### src/rtl/timer_bank.sv
// Bank of independent down-counters sharing one free-running prescaler.
// Each channel is one-shot or auto-reload, can be aborted, and flags busy/expired.
module timer_bank #(
  parameter int WIDTH          = 16,
  parameter int CHANNELS       = 4,
  parameter int PRESCALE_WIDTH = 8,
  parameter int CH_BITS        = (CHANNELS > 1) ? $clog2(CHANNELS) : 1
) (
  input  logic                      clk,
  input  logic                      reset,
  input  logic                      load,
  input  logic [CH_BITS-1:0]        load_ch,
  input  logic [WIDTH-1:0]          load_value,
  input  logic                      load_periodic,
  input  logic [CHANNELS-1:0]       stop,
  input  logic [PRESCALE_WIDTH-1:0] prescale,
  output logic [CHANNELS-1:0]       busy,
  output logic [CHANNELS-1:0]       expired,
  output logic                      any_busy
);

  // Floors at zero so a count can never wrap to all-ones.
  function automatic logic [WIDTH-1:0] dec_floor(input logic [WIDTH-1:0] v);
    return (v == '0) ? '0 : v - WIDTH'(1);
  endfunction

  logic [PRESCALE_WIDTH-1:0] pre_cnt;
  logic                      tick;

  // >= rather than == so lowering prescale below pre_cnt still ticks promptly.
  assign tick = (pre_cnt >= prescale);

  always_ff @(posedge clk) begin
    if (reset)     pre_cnt <= '0;
    else if (tick) pre_cnt <= '0;
    else           pre_cnt <= pre_cnt + PRESCALE_WIDTH'(1);
  end

  for (genvar i = 0; i < CHANNELS; i++) begin : g_ch
    logic [WIDTH-1:0] count;
    logic [WIDTH-1:0] reload;
    logic             periodic;
    logic             exp_q;
    logic             sel;

    // Out-of-range load_ch values never match any channel index.
    assign sel = load && (load_ch == CH_BITS'(i));

    always_ff @(posedge clk) begin
      if (reset) begin
        count    <= '0;
        reload   <= '0;
        periodic <= 1'b0;
        exp_q    <= 1'b0;
      end else if (sel) begin
        count    <= load_value;
        reload   <= load_value;
        periodic <= load_periodic;
        exp_q    <= 1'b0;
      end else if (stop[i]) begin
        count <= '0;
        exp_q <= 1'b0;
      end else if (tick && (count == WIDTH'(1))) begin
        count <= periodic ? reload : '0;
        exp_q <= 1'b1;
      end else if (tick && (count > WIDTH'(1))) begin
        count <= dec_floor(count);
        exp_q <= 1'b0;
      end else begin
        exp_q <= 1'b0;
      end
    end

    assign busy[i]    = (count != '0);
    assign expired[i] = exp_q;
  end

  assign any_busy = |busy;

endmodule

### config.mk
export PLATFORM = sky130hd
export DESIGN_NAME = timer_bank
export DESIGN_NICKNAME = d
export VERILOG_FILES = /design/src/rtl/timer_bank.sv
export SDC_FILE = /design/constraint.sdc
export NUM_CORES = 1
export LEC_CHECK = 0
export CAP_MARGIN = 20
export CORE_MARGIN = 5
export CORE_UTILIZATION = 35
export DETAILED_ROUTE_END_ITERATION = 6
export DONT_BUFFER_PORTS = 1
export REMOVE_ABC_BUFFERS = 1
export SLEW_MARGIN = 20
export SYNTH_ARGS = -nofsm -noshare
export SYNTH_HDL_FRONTEND = slang
export SYNTH_SLANG_ARGS = --single-unit
### constraint.sdc
create_clock -name clk -period 7.7 [get_ports clk]
set_clock_uncertainty 0.05 [all_clocks]
set_input_delay 1.54 -clock clk [delete_from_list [all_inputs] [get_ports clk]]
set_output_delay 1.54 -clock clk [all_outputs]
set_load 0.01 [all_outputs]
==> impl_metrics.env, run 1 <==
export IMPL_status="complete, no violations"
export IMPL_drv_cap=0
export IMPL_rows=54
export IMPL_ys_flop_type="dfxtp_1"
export IMPL_gp_congestion=0.807
export IMPL_cts_tree="yes"
export IMPL_layout_drive_gt1_share_pct=5.86
export IMPL_cts_setup_buffers=0
export IMPL_fill_cells=2281
export IMPL_relSlewSlack_pct=29.6
export IMPL_p_leak_nw=3.04
export IMPL_worst_slew_pin_slew_ns=1.06
export IMPL_initial_core_util_pct=35.2
export IMPL_slew_violations=0
export IMPL_post_cts_resized=0
export IMPL_hp_class="reg -> reg"
export IMPL_chipHeight_um=157
export IMPL_worstSetupPathType="reg -> out"
export IMPL_drcViolationCount=0
export IMPL_avgSynthCellArea_um2=8.02
export IMPL_power_mw=2.03
export IMPL_track_usage_pct=17.1
export IMPL_vdd_drop_max_uv=128
export IMPL_ys_seq_area_share_pct=37.9
export IMPL_finalSetupTns_ns=0
export IMPL_synth_edff_count=0
export IMPL_cp_data_arrival_time_ns=2.65
export IMPL_min_period_over_period_pct=55.0
export IMPL_crit_fanout=7
export IMPL_powerDensity_nw_per_um2=243
export IMPL_overflow=0
export IMPL_routed_wl_mm=20.8
export IMPL_ys_async_sr_fraction_pct=0
export IMPL_die_x_um=157
export IMPL_final_min_clock_period_ns=4.24
export IMPL_synthCells=949
export IMPL_crit_required_ns=6.11
export IMPL_firstDrtPassIters=5
export IMPL_ctsHoldBuffers=0
export IMPL_io_pins=43
export IMPL_hold_viol=0
export IMPL_first_global_vias=6423
export IMPL_core_um2=21600
export IMPL_die_area_um2=24800
export IMPL_end_kind="output pin"
export IMPL_yosys_warnings=0
export IMPL_fin_hold_ws_ns=0.398
export IMPL_syn_to_final_growth_pct=9.50
export IMPL_clkLatencyLatePin_ns=0.42
export IMPL_vias_per_cell=5.60
export IMPL_rsz0062_at_grt="false"
export IMPL_clkSinkCount=144
export IMPL_timing_final_setup_violations=0
export IMPL_antenna_found_initial=0
export IMPL_cts_root_buf="clkbuf_16"
export IMPL_wl_per_cell_um=17.3
export IMPL_netlist_area_um2=7610
export IMPL_grt_pass1_wl_mm=33.9
export IMPL_vias=6728
export IMPL_fin_util_pct=38.6
export IMPL_critPathLaunchType="register"
export IMPL_synth_cell_types=63
export IMPL_fmax_ghz=0.236
export IMPL_cts_buffers=17
export IMPL_io_buffers=0
export IMPL_grt_max_degree=143
export IMPL_dp_hpwl_mm=13.5
export IMPL_clockBufferDepth=2
export IMPL_layout_nets=963
export IMPL_postRouteAntennaNets=0
export IMPL_synth_seq_cells=144
export IMPL_drt_initial_drc_count=490
export IMPL_htreeDepth=4
export IMPL_path_clk_slew_ns=0.06
-- Yosys cell counts (7+ instances only) --
cell / instances / area [um^2]
a21oi_1: 80 / 400
nand4_1: 12 / 75.1
nor4_1: 16 / 100
nand2b_1: 8 / 50.1
nand2_1: 160 / 601
and2_1: 9 / 56.3
a221oi_1: 12 / 105
a22oi_1: 24 / 180
xnor2_1: 20 / 175
ha_1: 21 / 263
xor2_1: 31 / 272
o21ai_0: 11 / 55.1
nor2_1: 101 / 379
clkbuf_1: 43 / 161
buf_2: 12 / 60.1
buf_4: 7 / 52.6
dfxtp_1: 144 / 2880
a211oi_1: 31 / 233
inv_1: 22 / 82.6
nor3_1: 17 / 85.1
a222oi_1: 7 / 70.1
a311oi_1: 33 / 289
a31oi_1: 19 / 119
and3_1: 7 / 43.8
nand3_1: 15 / 75.1
-- placed cells by master (no fill, tap or decap), types with 3 or more instances in the layout --
cell type,instances
and3_1,7
nand3_1,15
o41ai_1,3
or4_1,6
a211oi_1,31
nor3_1,17
a311oi_1,33
o211ai_1,4
nor2_1,101
o31ai_1,3
buf_4,6
nor4_1,16
a221oi_1,12
nand2_1,160
nand2b_1,8
inv_1,22
nor3b_1,5
and2_1,9
o21ai_0,11
dfxtp_1,144
a31oi_1,19
xnor2_1,20
nand4b_1,3
clkbuf_1,4
o21bai_1,6
nand3b_1,4
nand4_1,12
xor2_1,31
and4_1,3
a211o_1,4
a21oi_1,79
a22oi_1,24
clkbuf_16,17
a222oi_1,7
or3_1,6
clkbuf_8,7
ha_1,21
-- state kept, by name, summed over array words and instances, names as in the netlist --
signal         count
g_ch.periodic      4
g_ch.reload       64
g_ch.count        64
g_ch.exp_q         4
pre_cnt            8
-- cell type report --
class                           count  area (um^2)  share of cell area, %
Multi-Input combinational cell    716         4350                   52.2
Sequential cell                   144         2880                   34.6
Inverter                           22         82.6                  0.991
Clock inverter                      4         70.1                  0.841
Tap cell                          280          350                   4.20
Antenna cell                        1         2.50                 0.0300
Timing Repair Buffer                7         56.3                  0.675
Clock buffer                       28          537                   6.44
-- per-stage QoR --
stage | instances | instance area [um^2] | setup slack, ns
after floorplan | 882 | 7290 | 1.36
after global placement | 1168 | 7700 | 3.48
after detailed placement | 1168 | 7700 | 3.37
after CTS | 1200 | 8310 | 3.43
after global routing | 1201 | 8330 | 3.27
final | 1202 | 8340 | 3.46
-- per-layer routing --
layer | up-vias | share of wire (%) | GRT usage (%)
li1 | 3369 | - | -
met3 | 40 | 3.9 | 3.68
met5 | - | 0 | 0
met4 | 0 | 3.3 | 7.62
met2 | 118 | 47 | 27.5
met1 | 3201 | 46 | 22.0
-- final timing paths --
| path | startpoint | endpoint | slack (ns) | cells after the start |
|---|---|---|---|---|
| worst max-delay path | g_ch[1].count[4]$_SDFFE_PP0P_ | any_busy | 3.46 | 5 |
| worst min-delay path | g_ch[0].periodic$_SDFFE_PP0P_ | g_ch[0].periodic$_SDFFE_PP0P_ | 0.40 | 2 |
| worst max register to register | pre_cnt[2]$_SDFF_PP0_ | g_ch[2].count[14]$_SDFFE_PP0P_ | 4.63 | 8 |
| worst min register to register | g_ch[0].periodic$_SDFFE_PP0P_ | g_ch[0].periodic$_SDFFE_PP0P_ | 0.40 | 2 |
-- worst max-delay path, stage by stage, from the launching register on --
cell and delay (ns):
dfxtp_1 0.38, nor4_1 0.64, nand4_1 0.23, nor2_1 0.32, inv_1 0.16, or4_1 0.48
-- power by group --
part	switching (mW)	total, mW	internal, mW
clock	0.314	0.851	0.537
combinational	0.191	0.334	0.142
sequential	0.0510	0.841	0.790
-- cell families (layout without fill, tap and decap cells) --
| logic type | Yosys count | count (layout) | synth area share [%] |
|---|---|---|---|
| other | 0 | 1 | 0 |
| flip-flops | 144 | 144 | 37.9 |
| adder cells (fa/ha/maj) | 21 | 21 | 3.45 |
| AO/OA/AOI/OAI | 255 | 255 | 23.1 |
| AND/OR/NAND/NOR | 389 | 389 | 24.4 |
| XOR/XNOR | 51 | 51 | 5.87 |
| buffers and inverters | 89 | 61 | 5.28 |
Power figures use the tool's default switching activity.
==> run 2: changes to the inputs <==
Clock period 7.7 ns to 4.3 ns, I/O delays scaled along.
==> impl_metrics.env, run 2 (synthesis results as in run 1) <==
export IMPL_status="complete, no violations"
export IMPL_reg_top3="g_ch.count x64, g_ch.reload x64, pre_cnt x8"
export IMPL_final_min_clock_period_ns=3.57
export IMPL_antenna_found_initial=1
export IMPL_hp_start="g_ch[2].reload[6]$_SDFFE_PP0P_"
export IMPL_layout_nets=969
export IMPL_diodes=0
export IMPL_p_clk_share_pct=41.7
export IMPL_core_um2=21600
export IMPL_gp_congestion=0.833
export IMPL_drcViolationCount=0
export IMPL_layout_drive_gt1_share_pct=6.36
export IMPL_internal_power_mw=2.64
export IMPL_critPathLaunchType="register"
export IMPL_vias=6673
export IMPL_overflow=0
export IMPL_firstDrtPassIters=5
export IMPL_r2r_end="g_ch[2].count[13]$_SDFFE_PP0P_"
export IMPL_end_kind="output pin"
export IMPL_clockBufferDepth=2
export IMPL_htreeDepth=4
export IMPL_vias_per_cell=5.53
export IMPL_finalSetupTns_ns=0
export IMPL_slew_violations=0
export IMPL_clkSinkCount=144
export IMPL_die_area_um2=24800
export IMPL_dp_hpwl_mm=13.7
export IMPL_holdPathEnd="g_ch[2].reload[6]$_SDFFE_PP0P_"
export IMPL_drv_cap=0
export IMPL_ff2ff_path_depth=9
export IMPL_rows=54
export IMPL_cts_tree="yes"
export IMPL_power_mw=3.62
export IMPL_relSlewSlack_pct=45.6
export IMPL_post_cts_resized=0
export IMPL_clkLatencyLatePin_ns=0.42
export IMPL_syn_to_final_growth_pct=9.86
export IMPL_p_seq_share_pct=41.6
export IMPL_final_common_cell="nand2_1"
export IMPL_wl_per_cell_um=17.3
export IMPL_die_x_um=157
export IMPL_fmax_ghz=0.280
export IMPL_r2r_start="pre_cnt[0]$_SDFF_PP0_"
export IMPL_chipHeight_um=157
export IMPL_crit_fanout=6
export IMPL_vdd_drop_max_uv=205
export IMPL_timing_final_setup_violations=0
export IMPL_cts_root_buf="clkbuf_16"
export IMPL_ctsHoldBuffers=0
export IMPL_grt_pass1_wl_mm=34.4
export IMPL_hold_viol=0
export IMPL_reg2reg_slack_ns=1.44
export IMPL_fin_util_pct=38.7
export IMPL_p_leak_nw=3.06
export IMPL_p_comb_share_pct=16.7
export IMPL_powerDensity_nw_per_um2=432
export IMPL_min_period_over_period_pct=83.0
export IMPL_dp_slack_ns=0.993
export IMPL_cts_buffers=17
export IMPL_grt_max_degree=143
export IMPL_initial_core_util_pct=35.2
export IMPL_mostFrequentLayoutCells="nand2_1, dfxtp_1, nor2_1"
export IMPL_postRouteAntennaNets=0
export IMPL_worst_slew_pin_slew_ns=0.806
export IMPL_track_usage_pct=17.3
export IMPL_drt_initial_drc_count=550
export IMPL_io_pins=43
export IMPL_path_clk_slew_ns=0.06
export IMPL_io_buffers=0
export IMPL_rsz0062_at_grt="false"
export IMPL_hp_class="reg -> reg"
export IMPL_p_sw_mw=0.980
export IMPL_cts_setup_buffers=0
export IMPL_cp_data_arrival_time_ns=2.66
export IMPL_routed_wl_mm=20.9
export IMPL_switching_share_pct=27.1
export IMPL_min_path_cells=2
export IMPL_setup_slack_ns=0.731
export IMPL_worstSetupPathType="reg -> out"
export IMPL_crit_required_ns=3.39
export IMPL_fin_hold_ws_ns=0.400
export IMPL_first_global_vias=6407
## run 2: changes by cell type in the layout (fill, tap and decap cells not counted)
cell,delta
o21ai_2,+1
o21ai_4,-1
buf_6,-1
a21oi_2,-1
a21oi_1,+1
buf_4,+7
diode_2,-1
## run 2: power by group through the flow
| stage | clock network (mW) | registers, mW | logic [mW] |
|---|---|---|---|
| detailed placement | 0 | 1.53 | 0.600 |
| global placement | 0 | 1.53 | 0.596 |
| CTS | 1.54 | 1.50 | 0.605 |
| global route | 1.60 | 1.52 | 0.689 |
| finish | 1.51 | 1.50 | 0.605 |
| floorplan | 0 | 1.51 | 0.485 |
## run 2: area by class of cell
type                       count  area (um^2)
fill                        2251        13300
multi-input combinational    716         4340
sequential                   144         2880
clock buffer                  28          537
tap                          280          350
timing repair buffer          13         97.6
inverter                      22         82.6
clock inverter                 4         70.1
## run 2: stage by stage
stage / cell area (um^2) / instances
global route: 8360 / 1207
detailed placement: 7760 / 1175
floorplan: 7290 / 882
CTS: 8360 / 1207
finish: 8360 / 1207
global placement: 7760 / 1175
## run 2: worst max-delay path: stages, from the launching register on
cell     delay (ns)
dfxtp_1        0.36
or4_4          0.57
or2_2          0.34
nor2_1         0.32
inv_1          0.16
or4_1          0.48
## run 2: worst max-delay path by stage
stage                                        start                              to  slack [ns]
CTS                 g_ch[1].count[10]$_SDFFE_PP0P_                        any_busy        0.70
detailed placement                     prescale[5]  g_ch[2].count[13]$_SDFFE_PP0P_        0.99
floorplan                              prescale[5]  g_ch[1].count[11]$_SDFFE_PP0P_       -1.36
global placement                       prescale[5]  g_ch[2].count[15]$_SDFFE_PP0P_        1.03
finish              g_ch[1].count[10]$_SDFFE_PP0P_                        any_busy        0.73
global route         g_ch[1].count[4]$_SDFFE_PP0P_                        any_busy        0.54
## run 2: per-layer routing
metal	wire length (um)	GRT usage [%]	up-vias	share of wire [%]
li1	-	-	3378	-
met1	9670	22.7	3127	46
met2	9640	27.7	132	46
met3	880	4.07	34	4.2
met4	672	6.80	2	3.2
met5	20	0	-	0.096
==> run 3: changes to the inputs <==
Clock period 4.3 ns to 3.03 ns, I/O delays scaled along.
==> impl_metrics.env, run 3 (synthesis results as in run 1) <==
export IMPL_multi_input_area_um2=4430
export IMPL_chipHeight_um=157
export IMPL_fill_cells=2213
export IMPL_ff_latch_area_um2=2890
export IMPL_cpLargestDelayFamily="simple AND/OR/NAND/NOR gates"
export IMPL_min_period_over_period_pct=98.1
export IMPL_postRouteAntennaNets=0
export IMPL_clkSinkCount=144
export IMPL_p_leak_nw=3.16
export IMPL_cp_cell_sequence="or4_4, or3_4, or4_4"
export IMPL_fmax_ghz=0.336
export IMPL_slew_violations=0
export IMPL_vias_per_cell=5.55
export IMPL_cp_data_arrival_time_ns=2.32
export IMPL_clockBufferDepth=2
export IMPL_holdPathEnd="g_ch[2].exp_q$_SDFF_PP0_"
export IMPL_routed_wl_mm=21.4
export IMPL_worstSetupPathType="reg -> out"
export IMPL_layout_drive_gt1_share_pct=9.67
export IMPL_place_area_um2=7870
export IMPL_initial_core_util_pct=35.2
export IMPL_gp_congestion=0.833
export IMPL_fin_util_pct=39.8
export IMPL_path_clk_slew_ns=0.06
export IMPL_rows=54
export IMPL_track_usage_pct=17.4
export IMPL_rsz0062_at_grt="true"
export IMPL_htreeDepth=4
export IMPL_cpMostUsedCell="or4_4"
export IMPL_first_global_vias=6399
export IMPL_drcViolationCount=0
export IMPL_grt_pass1_wl_mm=34.4
export IMPL_mostFrequentLayoutCells="nand2_1, dfxtp_1, nor2_1"
export IMPL_reg_top3="g_ch.count x64, g_ch.reload x64, pre_cnt x8"
export IMPL_grt_max_degree=143
export IMPL_met2_length_mm=9.95
export IMPL_powerDensity_nw_per_um2=615
export IMPL_antenna_found_initial=0
export IMPL_crit_required_ns=2.37
export IMPL_cts_setup_buffers=0
export IMPL_ff2ff_path_depth=9
export IMPL_core_um2=21600
export IMPL_min_path_cells=1
export IMPL_vdd_drop_max_uv=320
export IMPL_end_kind="output pin"
export IMPL_final_min_clock_period_ns=2.97
export IMPL_dr_wl_met3_mm=1.02
export IMPL_cts_tree="yes"
export IMPL_io_pins=43
export IMPL_power_mw=5.29
export IMPL_finalSetupTns_ns=0
export IMPL_relSlewSlack_pct=47.5
export IMPL_final_common_cell="nand2_1"
export IMPL_hp_start="stop[2]"
export IMPL_firstDrtPassIters=6
export IMPL_drt_initial_drc_count=577
export IMPL_cp_buffers_inverters=0
export IMPL_die_area_um2=24800
export IMPL_ctsHoldBuffers=0
export IMPL_io_buffers=0
export IMPL_wl_per_cell_um=17.5
export IMPL_syn_to_final_growth_pct=13.1
export IMPL_crit_fanout=6
export IMPL_r2r_end="g_ch[3].count[1]$_SDFFE_PP0P_"
export IMPL_cts_root_buf="clkbuf_16"
export IMPL_stdcell_area_um2=8610
export IMPL_crit_path_top_delay_cell="or4_4"
export IMPL_cts_buffers=17
export IMPL_critPathLaunchType="register"
export IMPL_dp_hpwl_mm=14.0
export IMPL_die_x_um=157
export IMPL_worst_slew_pin_slew_ns=0.785
export IMPL_highest_layer="met4"
export IMPL_path_depth=3
export IMPL_timing_final_setup_violations=0
export IMPL_drv_cap=0
export IMPL_layout_nets=983
export IMPL_vias=6782
export IMPL_crit_start="g_ch[3].count[2]$_SDFFE_PP0P_"
export IMPL_reg2reg_slack_ns=0.38
export IMPL_wl_met1_mm=9.93
export IMPL_r2r_start="pre_cnt[2]$_SDFF_PP0_"
export IMPL_hold_viol=0
export IMPL_overflow=0
export IMPL_max_stage_delay_ns=0.57
export IMPL_status="complete, no violations"
export IMPL_clkLatencyLatePin_ns=0.42
export IMPL_hp_class="in -> reg"
run 3: stage by stage:
step | worst slack (ns) | hold WS, ns | instances
floorplan | -2.37 | 0.375 | 882
global placement | 0.101 | 0.386 | 1189
detailed placement | 0.0758 | 0.387 | 1189
CTS | 0.00499 | 0.194 | 1221
global route | -0.0268 | 0.184 | 1221
finish | 0.0566 | 0.209 | 1222
run 3: cell type report:
class	instances	area share (%)
clock inverters	6	1.06
diodes	1	0.0291
flip-flops and latches	144	33.5
clock buffers	26	6.38
repair buffers	27	2.50
multi-input cells	716	51.5
inverters	22	0.959
well taps	280	4.07
run 3: worst register-to-register path, cell delays in order (launching register included):
cell and delay [ns]:
dfxtp_1 0.41, ha_1 0.27, a211o_1 0.25, a31oi_1 0.25
o311a_1 0.37, buf_4 0.21, nor3_2 0.05, buf_4 0.17
a221oi_1 0.36, a221oi_1 0.13
run 3: worst max path at each step:
stage	endpoint
2_1_floorplan	g_ch[1].count[11]$_SDFFE_PP0P_
3_3_place_gp	g_ch[2].count[11]$_SDFFE_PP0P_
3_5_place_dp	g_ch[2].count[11]$_SDFFE_PP0P_
4_1_cts	any_busy
5_1_grt	any_busy
6_report	any_busy
run 3: what timing repair did:
item,CTS,global route
setup endpoints to repair,1,2
pin swaps,1,1
resized for setup,8,11
run 3: power by group:
part	switching [mW]	internal, mW
Sequential	0.140	2.01
Clock	0.819	1.42
Combinational	0.502	0.409
Total	1.46	3.83
run 3: per-layer routing:
| metal | vias up | track usage (%) |
|---|---|---|
| met5 | - | 0 |
| met2 | 171 | 27.7 |
| met1 | 3186 | 23.3 |
| met3 | 18 | 3.68 |
| met4 | 0 | 5.90 |
| li1 | 3407 | - |
